$ cat src/rtl/maple_out.sv
// Maple bus transmitter: frames bytes from a show-ahead TX FIFO into the
// start pattern, MSB-first two-phase data and end pattern on pin1/pin5.
module maple_out #(
    parameter int SLOT_CYCLES = 8,
    parameter int LEN_W       = 11
) (
    input  logic             clk,
    input  logic             rst,
    input  logic             send,
    input  logic [LEN_W-1:0] frame_len,
    input  logic [7:0]       fifo_data,
    input  logic             fifo_empty,
    output logic             fifo_consume,
    output logic             busy,
    output logic             done,
    output logic             pin1,
    output logic             pin5,
    output logic             oe
);

    localparam int TW = $clog2(SLOT_CYCLES);
    localparam logic [TW-1:0] SLOT_LAST = TW'(SLOT_CYCLES - 1);

    typedef enum logic [2:0] {
        ST_IDLE,
        ST_LAUNCH,
        ST_START,
        ST_FETCH,
        ST_DATA,
        ST_END
    } state_t;

    state_t            state_r;
    logic [3:0]        slot_r;
    logic [TW-1:0]     timer_r;
    logic [LEN_W-1:0]  remain_r;
    logic [7:0]        shift_r;
    logic [7:0]        shift_nxt_s;

    // (pin1,pin5) for start slot S0..S11; S2..S9 alternate (0,0)/(0,1)
    function automatic logic [1:0] start_pair(input logic [3:0] idx);
        case (idx)
            4'd0:    start_pair = 2'b11;
            4'd1:    start_pair = 2'b01;
            4'd10:   start_pair = 2'b11;
            4'd11:   start_pair = 2'b10;
            default: start_pair = idx[0] ? 2'b01 : 2'b00;
        endcase
    endfunction

    // (pin1,pin5) for one phase of a bit-pair; bits = {earlier bit, later bit}
    function automatic logic [1:0] data_pair(input logic [1:0] phase, input logic [1:0] bits);
        case (phase)
            2'd0:    data_pair = {1'b1, bits[1]};
            2'd1:    data_pair = {1'b0, bits[1]};
            2'd2:    data_pair = {bits[0], 1'b1};
            default: data_pair = {bits[0], 1'b0};
        endcase
    endfunction

    // (pin1,pin5) for end slot E0..E7
    function automatic logic [1:0] end_pair(input logic [2:0] idx);
        case (idx)
            3'd0:    end_pair = 2'b11;
            3'd1:    end_pair = 2'b10;
            3'd2:    end_pair = 2'b00;
            3'd3:    end_pair = 2'b10;
            3'd4:    end_pair = 2'b00;
            3'd5:    end_pair = 2'b10;
            default: end_pair = 2'b11;
        endcase
    endfunction

    // Shift register advances by one bit-pair after the fourth phase of each pair
    always_comb begin
        shift_nxt_s = shift_r;
        if (slot_r[1:0] == 2'b11) begin
            shift_nxt_s = {shift_r[5:0], 2'b00};
        end else begin
            shift_nxt_s = shift_r;
        end
    end

    // Frame sequencer: slot timer, byte counter and all registered outputs
    always_ff @(posedge clk) begin
        if (rst) begin
            state_r      <= ST_IDLE;
            slot_r       <= 4'd0;
            timer_r      <= '0;
            remain_r     <= '0;
            shift_r      <= 8'h00;
            pin1         <= 1'b1;
            pin5         <= 1'b1;
            oe           <= 1'b0;
            busy         <= 1'b0;
            done         <= 1'b0;
            fifo_consume <= 1'b0;
        end else begin
            done         <= 1'b0;
            fifo_consume <= 1'b0;
            case (state_r)
                ST_IDLE: begin
                    // a send coinciding with the done pulse belongs to the old frame
                    if (send && !done) begin
                        remain_r <= frame_len;
                        state_r  <= ST_LAUNCH;
                    end
                end
                ST_LAUNCH: begin
                    oe           <= 1'b1;
                    busy         <= 1'b1;
                    {pin1, pin5} <= start_pair(4'd0);
                    slot_r       <= 4'd0;
                    timer_r      <= SLOT_LAST;
                    state_r      <= ST_START;
                end
                ST_START: begin
                    if (timer_r != '0) begin
                        timer_r <= timer_r - TW'(1);
                    end else if (slot_r != 4'd11) begin
                        slot_r       <= slot_r + 4'd1;
                        {pin1, pin5} <= start_pair(slot_r + 4'd1);
                        timer_r      <= SLOT_LAST;
                    end else if (remain_r == '0) begin
                        slot_r       <= 4'd0;
                        {pin1, pin5} <= end_pair(3'd0);
                        timer_r      <= SLOT_LAST;
                        state_r      <= ST_END;
                    end else begin
                        state_r <= ST_FETCH;
                    end
                end
                ST_FETCH: begin
                    // lines and timer hold while the FIFO is empty
                    if (!fifo_empty) begin
                        fifo_consume <= 1'b1;
                        shift_r      <= fifo_data;
                        remain_r     <= remain_r - LEN_W'(1);
                        slot_r       <= 4'd0;
                        {pin1, pin5} <= data_pair(2'd0, fifo_data[7:6]);
                        timer_r      <= SLOT_LAST;
                        state_r      <= ST_DATA;
                    end
                end
                ST_DATA: begin
                    if (timer_r != '0) begin
                        timer_r <= timer_r - TW'(1);
                    end else if (slot_r != 4'd15) begin
                        slot_r       <= slot_r + 4'd1;
                        shift_r      <= shift_nxt_s;
                        {pin1, pin5} <= data_pair(slot_r[1:0] + 2'd1, shift_nxt_s[7:6]);
                        timer_r      <= SLOT_LAST;
                    end else if (remain_r == '0) begin
                        slot_r       <= 4'd0;
                        {pin1, pin5} <= end_pair(3'd0);
                        timer_r      <= SLOT_LAST;
                        state_r      <= ST_END;
                    end else begin
                        state_r <= ST_FETCH;
                    end
                end
                ST_END: begin
                    if (timer_r != '0) begin
                        timer_r <= timer_r - TW'(1);
                    end else if (slot_r[2:0] != 3'd7) begin
                        slot_r       <= slot_r + 4'd1;
                        {pin1, pin5} <= end_pair(slot_r[2:0] + 3'd1);
                        timer_r      <= SLOT_LAST;
                    end else begin
                        pin1    <= 1'b1;
                        pin5    <= 1'b1;
                        oe      <= 1'b0;
                        busy    <= 1'b0;
                        done    <= 1'b1;
                        state_r <= ST_IDLE;
                    end
                end
                default: begin
                    state_r <= ST_IDLE;
                end
            endcase
        end
    end

endmodule

$ cat config.mk
export PLATFORM = sky130hd
export DESIGN_NAME = maple_out
export DESIGN_NICKNAME = d
export VERILOG_FILES = /design/src/rtl/maple_out.sv
export SDC_FILE = /design/constraint.sdc
export NUM_CORES = 1
export LEC_CHECK = 0
export CORE_MARGIN = 4
export CORE_UTILIZATION = 56
export CTS_BUF_LIST = sky130_fd_sc_hd__clkbuf_8 sky130_fd_sc_hd__clkbuf_16
export CTS_CLUSTER_SIZE = 12
export DETAILED_ROUTE_END_ITERATION = 10
export PLACE_DENSITY = 0.8
export SLEW_MARGIN = 20
export SYNTH_ARGS = -nofsm -noshare
export SYNTH_HDL_FRONTEND = slang
export SYNTH_SLANG_ARGS = --single-unit
export TNS_END_PERCENT = 1
$ cat constraint.sdc
create_clock -name clk -period 2.7 [get_ports clk]
set_clock_uncertainty 0.05 [all_clocks]
set_input_delay 0.81 -clock clk [delete_from_list [all_inputs] [get_ports clk]]
set_output_delay 0.81 -clock clk [all_outputs]
set_load 0.05 [all_outputs]
==> results.toml, run 1 <==
[status]
outcome = "finished clean"

[clock_tree]
cts_sinks = 34
cts.clk_slew.worst_paths_ns = 0.08
cts-resized-gates = 0
postCtsHoldBufs = 0
htree_num_levels = 2
clk_latency_ns = 0.29
cts_buffers = 5
post_cts_buffers = 0
clockRootBuffer = "clkbuf_8"
clockBufferDepth = 2
cts_tree = "yes"

[floorplanning]
row_count = 23
start_util_pct = 58.4
die_w_um = 72.8
die_area_sq_mm = 0.00530
fp.dieH_um = 72.8
core_sq_mm = 0.00403
pin_count = 29

[global_route]
first_global_vias = 2272
grt_max_degree = 25
antenna_found_initial = 0
grt_overflow_total = 0
grt_pass1_wl_mm = 10.0
grt.total_usage_pct = 23.3

[timing]
final.min_clock_period_ns = 2.54
rsz0062_at_grt = "false"
setup_viol = 0
period_share_pct = 94.1
hold_viol = 0
final.setup.tns_ns = 0
worst_pin_slew_ns = 0.512
slew_viol_final = 0
slew_headroom_pct = 65.8
max_freq_mhz = 393

[logic_synthesis]
yosysSeqAreaShare_pct = 28.9
yosys_warnings = 0
yosys_most_used_dff = "dfxtp_1"
synth_edf_count = 0
synth-async-reset-ratio_pct = 0
syn-num-nets = 359
netlist_area_sq_mm = 0.00235
synth_cell_types = 57
avgSynthCellArea_sq_um = 7.22
synth-seq-cells = 34
syn_inst = 326

[worst_hold_path]
min_path_cells = 2
hp-class = "reg2reg"

[layout]
layout_common_cells = "nor2_1, nand2_1, a21oi_1, dfxtp_1, clkdlybuf4s50_1"
regArea_sq_um = 681
finish.instance_area_sq_mm = 0.00283
drive_gt1_share_pct = 8.22
nets = 385
n_fill_cell = 354
synthToLayoutAreaGrowth_pct = 20.2
antenna_cells = 0
multi_input_area_sq_mm = 0.00151

[power]
p_sw_share_pct = 45.0
clkPwrFrac_pct = 18.3
switchingPower_w = 0.00117
peakVddDrop_v = 0.000349
total_leakage_power_nw = 1.06
pwr-share-seq_pct = 28.3
p_comb_share_pct = 53.4
internal_power_w = 0.00144
powerDensity_mw_per_mm2 = 923

[critical_path]
cp_data_required_time_ns = 2.83
r2r_cells = 7
path_max_fanout = 6
cp-start-kind = "flop"
cp-end-kind = "flop"
criticalPathCategory = "reg2reg"
cp.arrival_ns = 2.67

[route]
wl_met1_mm = 2.69
finalWirelength_mm = 5.88
wl_met2_mm = 2.70
num_vias = 2538
drtIter0Drc = 215
ant_nets = 0
drc = 0
top_layer = "met4"
drt_first_pass_iters = 5
drt-wirelength-per-cell_um = 14.6
viasPerCell = 6.30
routed-wl-met3_um = 366

[placement]
place.gp.congestion = 0.883
place_area_sq_mm = 0.00271
io_buffers = 28
post-dp-hpwl_mm = 4.34

[flow_run]
drv_cap = 0
==> logic make-up after synthesis <==
group                    synth area share, %
adder cells (fa/ha/maj)                 5.32
buffers and inverters                   6.76
AND/OR/NAND/NOR                         25.9
AO/OA/AOI/OAI                           31.4
multiplexers                            1.33
XOR/XNOR                               0.372
flip-flops                              28.9
==> worst max-delay path, cell delays in order (launching register included) <==
cell and delay, ns:
dfxtp_1 0.31, inv_1 0.09, ha_1 0.19, or4b_4 0.49, or2_1 0.30, or3_1 0.49
a32o_1 0.29, a32o_1 0.22
==> registers in the layout, summed over array words and instances (netlist names) <==
name	count
done	1
fifo_consume	1
oe	1
pin1	1
pin5	1
remain_r	11
shift_r	8
slot_r	4
state_r	3
timer_r	3
==> worst paths after layout <==
path | startpoint | endpoint | slack [ns]
min | shift_r[6]$_SDFFE_PP0P_ | shift_r[6]$_SDFFE_PP0P_ | 0.44
max reg2reg | remain_r[0]$_SDFFE_PP0P_ | slot_r[2]$_SDFFE_PP0P_ | 0.16
max | remain_r[0]$_SDFFE_PP0P_ | slot_r[2]$_SDFFE_PP0P_ | 0.16
min reg2reg | shift_r[6]$_SDFFE_PP0P_ | shift_r[6]$_SDFFE_PP0P_ | 0.44
==> metrics by stage <==
step           total power (W)  util (%)  worst slack, ns  hold WS, ns  instances
2_1_floorplan          0.00176         -            0.332        0.402        326
3_3_place_gp           0.00209      67.4            0.139        0.419        395
3_5_place_dp           0.00212      67.4           0.0617        0.421        395
4_1_cts                0.00260      70.2            0.166        0.435        403
5_1_grt                0.00280      70.2           0.0341        0.467        403
6_report               0.00261      70.2            0.158        0.441        403
==> metal layers <==
metal | up-vias | GRT usage, %
met2 | 92 | 37.3
met5 | - | 0
met4 | 0 | 10.2
met1 | 1187 | 30.8
met3 | 16 | 4.13
li1 | 1243 | -
==> synth_stat cells, types with 2 or more instances <==
cell type | instances | share of area, %
nor3_1 | 11 | 2.3
o21ai_0 | 24 | 5.1
clkbuf_1 | 18 | 2.9
a211oi_1 | 2 | 0.64
a21oi_1 | 34 | 7.2
a31oi_1 | 5 | 1.3
nor4_1 | 5 | 1.3
mux2i_1 | 2 | 0.85
inv_1 | 14 | 2.2
o31ai_1 | 4 | 1.3
nand2_1 | 35 | 5.6
dfxtp_1 | 34 | 29
buf_2 | 4 | 0.85
o32ai_1 | 2 | 0.74
nand3_1 | 10 | 2.1
a22oi_1 | 10 | 3.2
o221ai_1 | 2 | 0.74
o21ai_1 | 2 | 0.43
nor2b_1 | 4 | 1.1
a21o_1 | 2 | 0.64
nand2b_1 | 6 | 1.6
ha_1 | 10 | 5.3
o21a_1 | 2 | 0.64
nor3b_1 | 2 | 0.64
o311a_1 | 2 | 0.85
or3_1 | 5 | 1.3
o211ai_1 | 6 | 1.9
or2_2 | 3 | 0.80
a221oi_1 | 2 | 0.74
nor2_1 | 35 | 5.6
a32o_1 | 3 | 1.3
==> power by group through the flow <==
stage,combinational [W],sequential [W],clock [W]
global placement,0.00135,0.000743,0
detailed placement,0.00137,0.000743,0
finish,0.00139,0.000737,0.000477
CTS,0.00138,0.000732,0.000488
global route,0.00154,0.000750,0.000511
floorplan,0.00102,0.000742,0
==> cell type report <==
class / count / area share (%)
clock buffer: 5 / 2.43
multi-input combinational: 254 / 53.5
sequential: 34 / 24.1
tap: 50 / 2.21
inverter: 14 / 1.86
clock inverter: 3 / 1.59
timing repair buffer: 43 / 14.3
(Power assumes the default switching activity.)
==> run 2, diff against run 1 <==
--- a/config.mk
+++ b/config.mk
@@ -11,7 +11,6 @@
 export CTS_CLUSTER_SIZE = 12
 export DETAILED_ROUTE_END_ITERATION = 10
 export PLACE_DENSITY = 0.8
-export SLEW_MARGIN = 20
 export SYNTH_ARGS = -nofsm -noshare
 export SYNTH_HDL_FRONTEND = slang
 export SYNTH_SLANG_ARGS = --single-unit
==> results of run 2 <==
Same layout as run 1: the final DEF is identical, and so are final timing and power.
==> run 3, diff against run 2 <==
--- a/config.mk
+++ b/config.mk
@@ -5,6 +5,7 @@
 export SDC_FILE = /design/constraint.sdc
 export NUM_CORES = 1
 export LEC_CHECK = 0
+export CORE_ASPECT_RATIO = 0.9
 export CORE_MARGIN = 4
 export CORE_UTILIZATION = 56
 export CTS_BUF_LIST = sky130_fd_sc_hd__clkbuf_8 sky130_fd_sc_hd__clkbuf_16
==> run 3 against run 2 <==
  * First-iteration DRC count up 28%
  * Via count up 1.6%
  * Cell area down 0.35%
  * Count of clock-buffer cells in the layout up 1
  * Critical path type unchanged
  * Core utilization down 1.0 points
  * Worst setup slack worse by 0.021 ns
  * Largest cell class unchanged
  * Critical endpoint is now state_r[1]$_SDFFE_PP0P_
==> results.toml, run 3 (synthesized netlist as in run 1, its figures left out) <==
[critical_path]
cp.arrival_ns = 2.69
critPathBufInv = 1
critical_path_depth = 8
crit_path_top_delay_cell = "or3_1"
cp_data_required_time_ns = 2.83
cp_top_family = "simple AND/OR/NAND/NOR gates"
criticalPathCategory = "reg2reg"
r2r-start = "remain_r[0]$_SDFFE_PP0P_"
r2r_cells = 8
crit_chain = "inv_1 > ha_1 > or4b_4 > or2_1 > or3_1 > a22oi_1 > o21ai_1 > o221a_1"
cp-start-kind = "flop"
cp-end-kind = "flop"
path_max_fanout = 6
worstSetupStartpoint = "remain_r[0]$_SDFFE_PP0P_"
slowest_delay_ns = 0.50

[route]
ant_nets = 0
finalWirelength_mm = 6.25
viasPerCell = 6.40
drt-wirelength-per-cell_um = 15.5
num_vias = 2579
drt_first_pass_iters = 5
drc = 0
drtIter0Drc = 276

[global_route]
grt_overflow_total = 0
grt.total_usage_pct = 23.4
first_global_vias = 2329
grt_pass1_wl_mm = 10.5
grt_max_degree = 25
antenna_found_initial = 0

[clock_tree]
cts_buffers = 5
cts_sinks = 34
cts-resized-gates = 0
htree_num_levels = 2
clockBufferDepth = 2
post_cts_buffers = 0
cts.clk_slew.worst_paths_ns = 0.07
cts_tree = "yes"
clockRootBuffer = "clkbuf_8"
clk_latency_ns = 0.29
postCtsHoldBufs = 0

[timing]
slew_headroom_pct = 54.0
final.setup.tns_ns = 0
fin_hold_ws_ns = 0.443
period_share_pct = 94.9
hold_viol = 0
worst_pin_slew_ns = 0.688
setup_viol = 0
slew_viol_final = 0
rsz0062_at_grt = "false"
final.min_clock_period_ns = 2.56
max_freq_mhz = 390

[power]
p_comb_share_pct = 56.7
peakVddDrop_v = 0.000396
powerDensity_mw_per_mm2 = 924
clkPwrFrac_pct = 15.0
pwr-share-seq_pct = 28.3
switchingPower_w = 0.00119
internal_power_w = 0.00141
total_leakage_power_nw = 1.07
p_sw_share_pct = 45.9

[placement]
place.gp.congestion = 0.925
post-dp-hpwl_mm = 4.39
io_buffers = 28
placed_cells = 395

[layout]
top_regs = "remain_r x11, shift_r x8, slot_r x4"
nets = 387
antenna_cells = 0
largest_reg_flops = 11
n_fill_cell = 394
drive_gt1_share_pct = 8.45
finalNonFillerCells = 403
regMostFlops = "remain_r"
synthToLayoutAreaGrowth_pct = 19.8
layout_common_cells = "nor2_1, nand2_1, a21oi_1, dfxtp_1, clkdlybuf4s50_1"

[floorplanning]
core_sq_mm = 0.00407
die_w_um = 76.3
row_count = 22
pin_count = 29
start_util_pct = 57.7
fp.dieH_um = 69.5
die_area_sq_mm = 0.00530

[status]
outcome = "finished clean"

[flow_run]
drv_cap = 0

[worst_hold_path]
min_from = "shift_r[6]$_SDFFE_PP0P_"
min_path_cells = 2
hp-class = "reg2reg"
run 3: changes by cell type in the layout (fill, tap and decap cells not counted), sizes merged:
cell / previous run / this run
bufinv: 1 / 0
clkinvlp: 2 / 0
clkinv: 0 / 1
clkbuf: 5 / 6
buf: 15 / 17
inv: 14 / 15
run 3: layer usage:
metal | vias up | global-route usage [%] | wire length (um)
met5 | - | 0 | 0
met4 | 0 | 6.44 | 95
met3 | 17 | 4.68 | 462
met2 | 126 | 39.0 | 2850
met1 | 1190 | 30.8 | 2850
li1 | 1246 | - | -
run 3: cell type report:
type / instances / area, sq um / area share [%]
Timing Repair Buffer: 45 / 420 / 14.9
Sequential cell: 34 / 681 / 24.2
Clock buffer: 6 / 82.6 / 2.93
Inverter: 14 / 52.6 / 1.87
Clock inverter: 2 / 8.76 / 0.311
Tap cell: 48 / 60.1 / 2.13
Multi-Input combinational cell: 254 / 1510 / 53.7
run 3: final timing paths:
check / slack [ns] / endpoint
setup / recovery: 0.14 / state_r[1]$_SDFFE_PP0P_
setup reg to reg: 0.14 / state_r[1]$_SDFFE_PP0P_
hold / removal: 0.44 / shift_r[6]$_SDFFE_PP0P_
hold reg to reg: 0.44 / shift_r[6]$_SDFFE_PP0P_
run 3: worst reg2reg max path: cells and delay by family, from the launching register on:
family,cells,cell delay [ns]
buffers and inverters,1,0.09
flip-flops,1,0.31
AND/OR/NAND/NOR,3,1.29
AO/OA/AOI/OAI,3,0.53
adder cells (fa/ha/maj),1,0.19
run 3: metrics by stage:
stage	utilization, %	setup slack (ns)	instance area, sq um	power [W]
4_1_cts	69.2	0.165	2820	0.00258
6_report	69.2	0.137	2820	0.00260
3_5_place_dp	66.9	0.119	2730	0.00218
5_1_grt	69.2	0.00184	2820	0.00281
3_3_place_gp	66.9	0.153	2730	0.00216
2_1_floorplan	-	0.332	2350	0.00176
run 3: power groups by stage:
stage / combinational (W) / clock, W / sequential [W]
floorplan: 0.00102 / 0 / 0.000742
global placement: 0.00143 / 0 / 0.000739
detailed placement: 0.00144 / 0 / 0.000739
CTS: 0.00145 / 0.000397 / 0.000729
global route: 0.00164 / 0.000416 / 0.000753
finish: 0.00148 / 0.000392 / 0.000737
==> variant (config.mk and constraints of run 1) <==
Encoding of `state_t`: now Gray code (3 bits for 6 states).
--- a/src/rtl/maple_out.sv
+++ b/src/rtl/maple_out.sv
@@ -24,8 +24,8 @@
     typedef enum logic [2:0] {
-        ST_IDLE,
-        ST_LAUNCH,
-        ST_START,
-        ST_FETCH,
-        ST_DATA,
-        ST_END
+        ST_IDLE   = 3'b000,
+        ST_LAUNCH = 3'b001,
+        ST_START  = 3'b011,
+        ST_FETCH  = 3'b010,
+        ST_DATA   = 3'b110,
+        ST_END    = 3'b111
     } state_t;
Check against the original RTL: no difference found for any inputs over 10 cycles, from zero or initial values and one cycle with rst high; not proved beyond that.
==> variant against run 1 <==
Sequential cell count unchanged. Core utilization is 1.8 points lower. Cell area shrank 2.6%. Area after synthesis fell by 0.37%. Routed wire length down 2.0%. Highest routed layer unchanged. Largest cell class unchanged. Setup slack gained 0.18 ns. Count of clock-buffer cells in the layout is 1 higher. Sequential share of layout area is 0.63 points higher.
Power is not compared: it rests on default switching activity, and its combinational part moved more than twofold at a synthesized area within 25%.
==> variant: results (changes against run 1) <==
Status
  – Status: completed

Global routing
  – Global Route Usage Sum: 0.230 (-0.00350)
  – First-pass GRT wire length: 9740 um (-2.7%)
  – Grt met1 use: 0.336 (+0.0285)
  – Largest net degree at the start of global routing: 34 (+36%)
  – Routing usage on met3: 0.0551 (+0.0138)
  – Met2 Track Usage GR: 0.335 (-0.0381)
  – Vias in the first global route: 2074 (-8.7%)

Setup path
  – CP top delay family: compound AO/OA/AOI/OAI gates
  – CP Data Arrival Time: 2.50 ns (-0.17 ns)
  – Critical path fanouts, max: 12 (+6)
  – Slowest cell on crit path: clkdlybuf4s50_1

Synthesis
  – Top cells by area, synth: dfxtp_1 (29%), nor2_1 (6.7%), a21oi_1 (5.1%), o21ai_0 (4.7%), ha_1 (4.3%)
  – Unique masters post-synth: 58 (+1.8%)
  – Top cells by count, synth: nor2_1 (42), dfxtp_1 (34), a21oi_1 (24), nand2_1 (24), o21ai_0 (22)
  – Mapped Nets: 346 (-3.6%)
  – Sequential share of the synthesized area: 0.290 (+0.00108)

CTS
  – # hold bufs at CTS: 0 (unchanged)
  – Clk root buf: clkbuf_8
  – Clk_lat worst skew: 0.29 ns (about the same)
  – Gates resized, CTS repair: 0 (unchanged)
  – Max clock buf depth: 2 (unchanged)

Detailed routing
  – Detailed Routing Iterations Pass 1: 5 (unchanged)
  – WL met3: 392 um (+7.1%)
  – Wl on met1: 2720 um (+1.1%)
  – DR WL met2: 2590 um (-4.2%)
  – WL/cell: 14.8 um (+1.3%)
  – Via density: 6.21 (-1.4%)
  – 1st-iter DRT viols: 321 (+49%)

Placed design
  – HPWL after DPL: 4190 um (-3.6%)
  – Placed inst area: 0.00266 mm^2 (-1.8%)
  – GPL Wtd Cong: 0.898 (+1.7%)

Pwr
  – Static Leak: 0.984 nW
  – Peak supply drop: 0.000496 V

STA
  – Worst Tran Pin Value: 0.589 ns (+0.0771 ns)

Final layout
  – Share of layout cells above drive strength 1: 0.0971 (+0.0149)
  – Fin nets: 370 (-3.9%)
==> variant: cell families after synthesis <==
family,Yosys count,synth area share
AOI/OAI and AO/OA,111,0.314
xor gates and xnor gates,1,0.00374
adders and majority gates,8,0.0427
buffers and inverters,34,0.0678
DFF,34,0.290
muxes,3,0.0128
and+or+nand+nor,124,0.269
==> variant: cell type report <==
cell class	instances	area [um^2]
Sequential cell	34	681
Multi-Input combinational cell	247	1500
Timing Repair Buffer	38	368
Tap cell	50	62.6
Clock inverter	2	8.76
Clock buffer	6	82.6
Inverter	13	48.8
Fill cell	335	1270
==> variant: worst paths after layout <==
path                    from    endpoint  slack [ns]  cells after the start
hold / removal    shift_r[1]  shift_r[1]        0.44                      2
hold reg to reg   shift_r[1]  shift_r[1]        0.44                      2
setup reg to reg   slot_r[0]  shift_r[4]        0.42                      8
setup / recovery  fifo_empty  shift_r[4]        0.34                      7
==> variant: power breakdown <==
group,switching (mW),internal (mW)
sequential,0.0623,0.561
clock,0.183,0.202
combinational,0.387,0.269
total,0.633,1.03
==> variant: through the flow <==
stage               setup WS [ns]  hold slack (ns)  utilization  instances
finish                      0.340            0.440        0.684        390
global route                0.190            0.470        0.684        390
CTS                         0.344            0.447        0.684        390
detailed placement         0.0631            0.433        0.661        382
global placement            0.171            0.408        0.661        382
floorplan                   0.615            0.396            -        315
==> variant: worst reg2reg max path, stage by stage (launching register included) <==
cell	delay [ns]
dfxtp_1	0.40
ha_1	0.26
buf_4	0.19
nand3_1	0.12
nor2_1	0.09
nor4_2	0.27
a21boi_2	0.46
nor2_1	0.08
a311oi_1	0.28
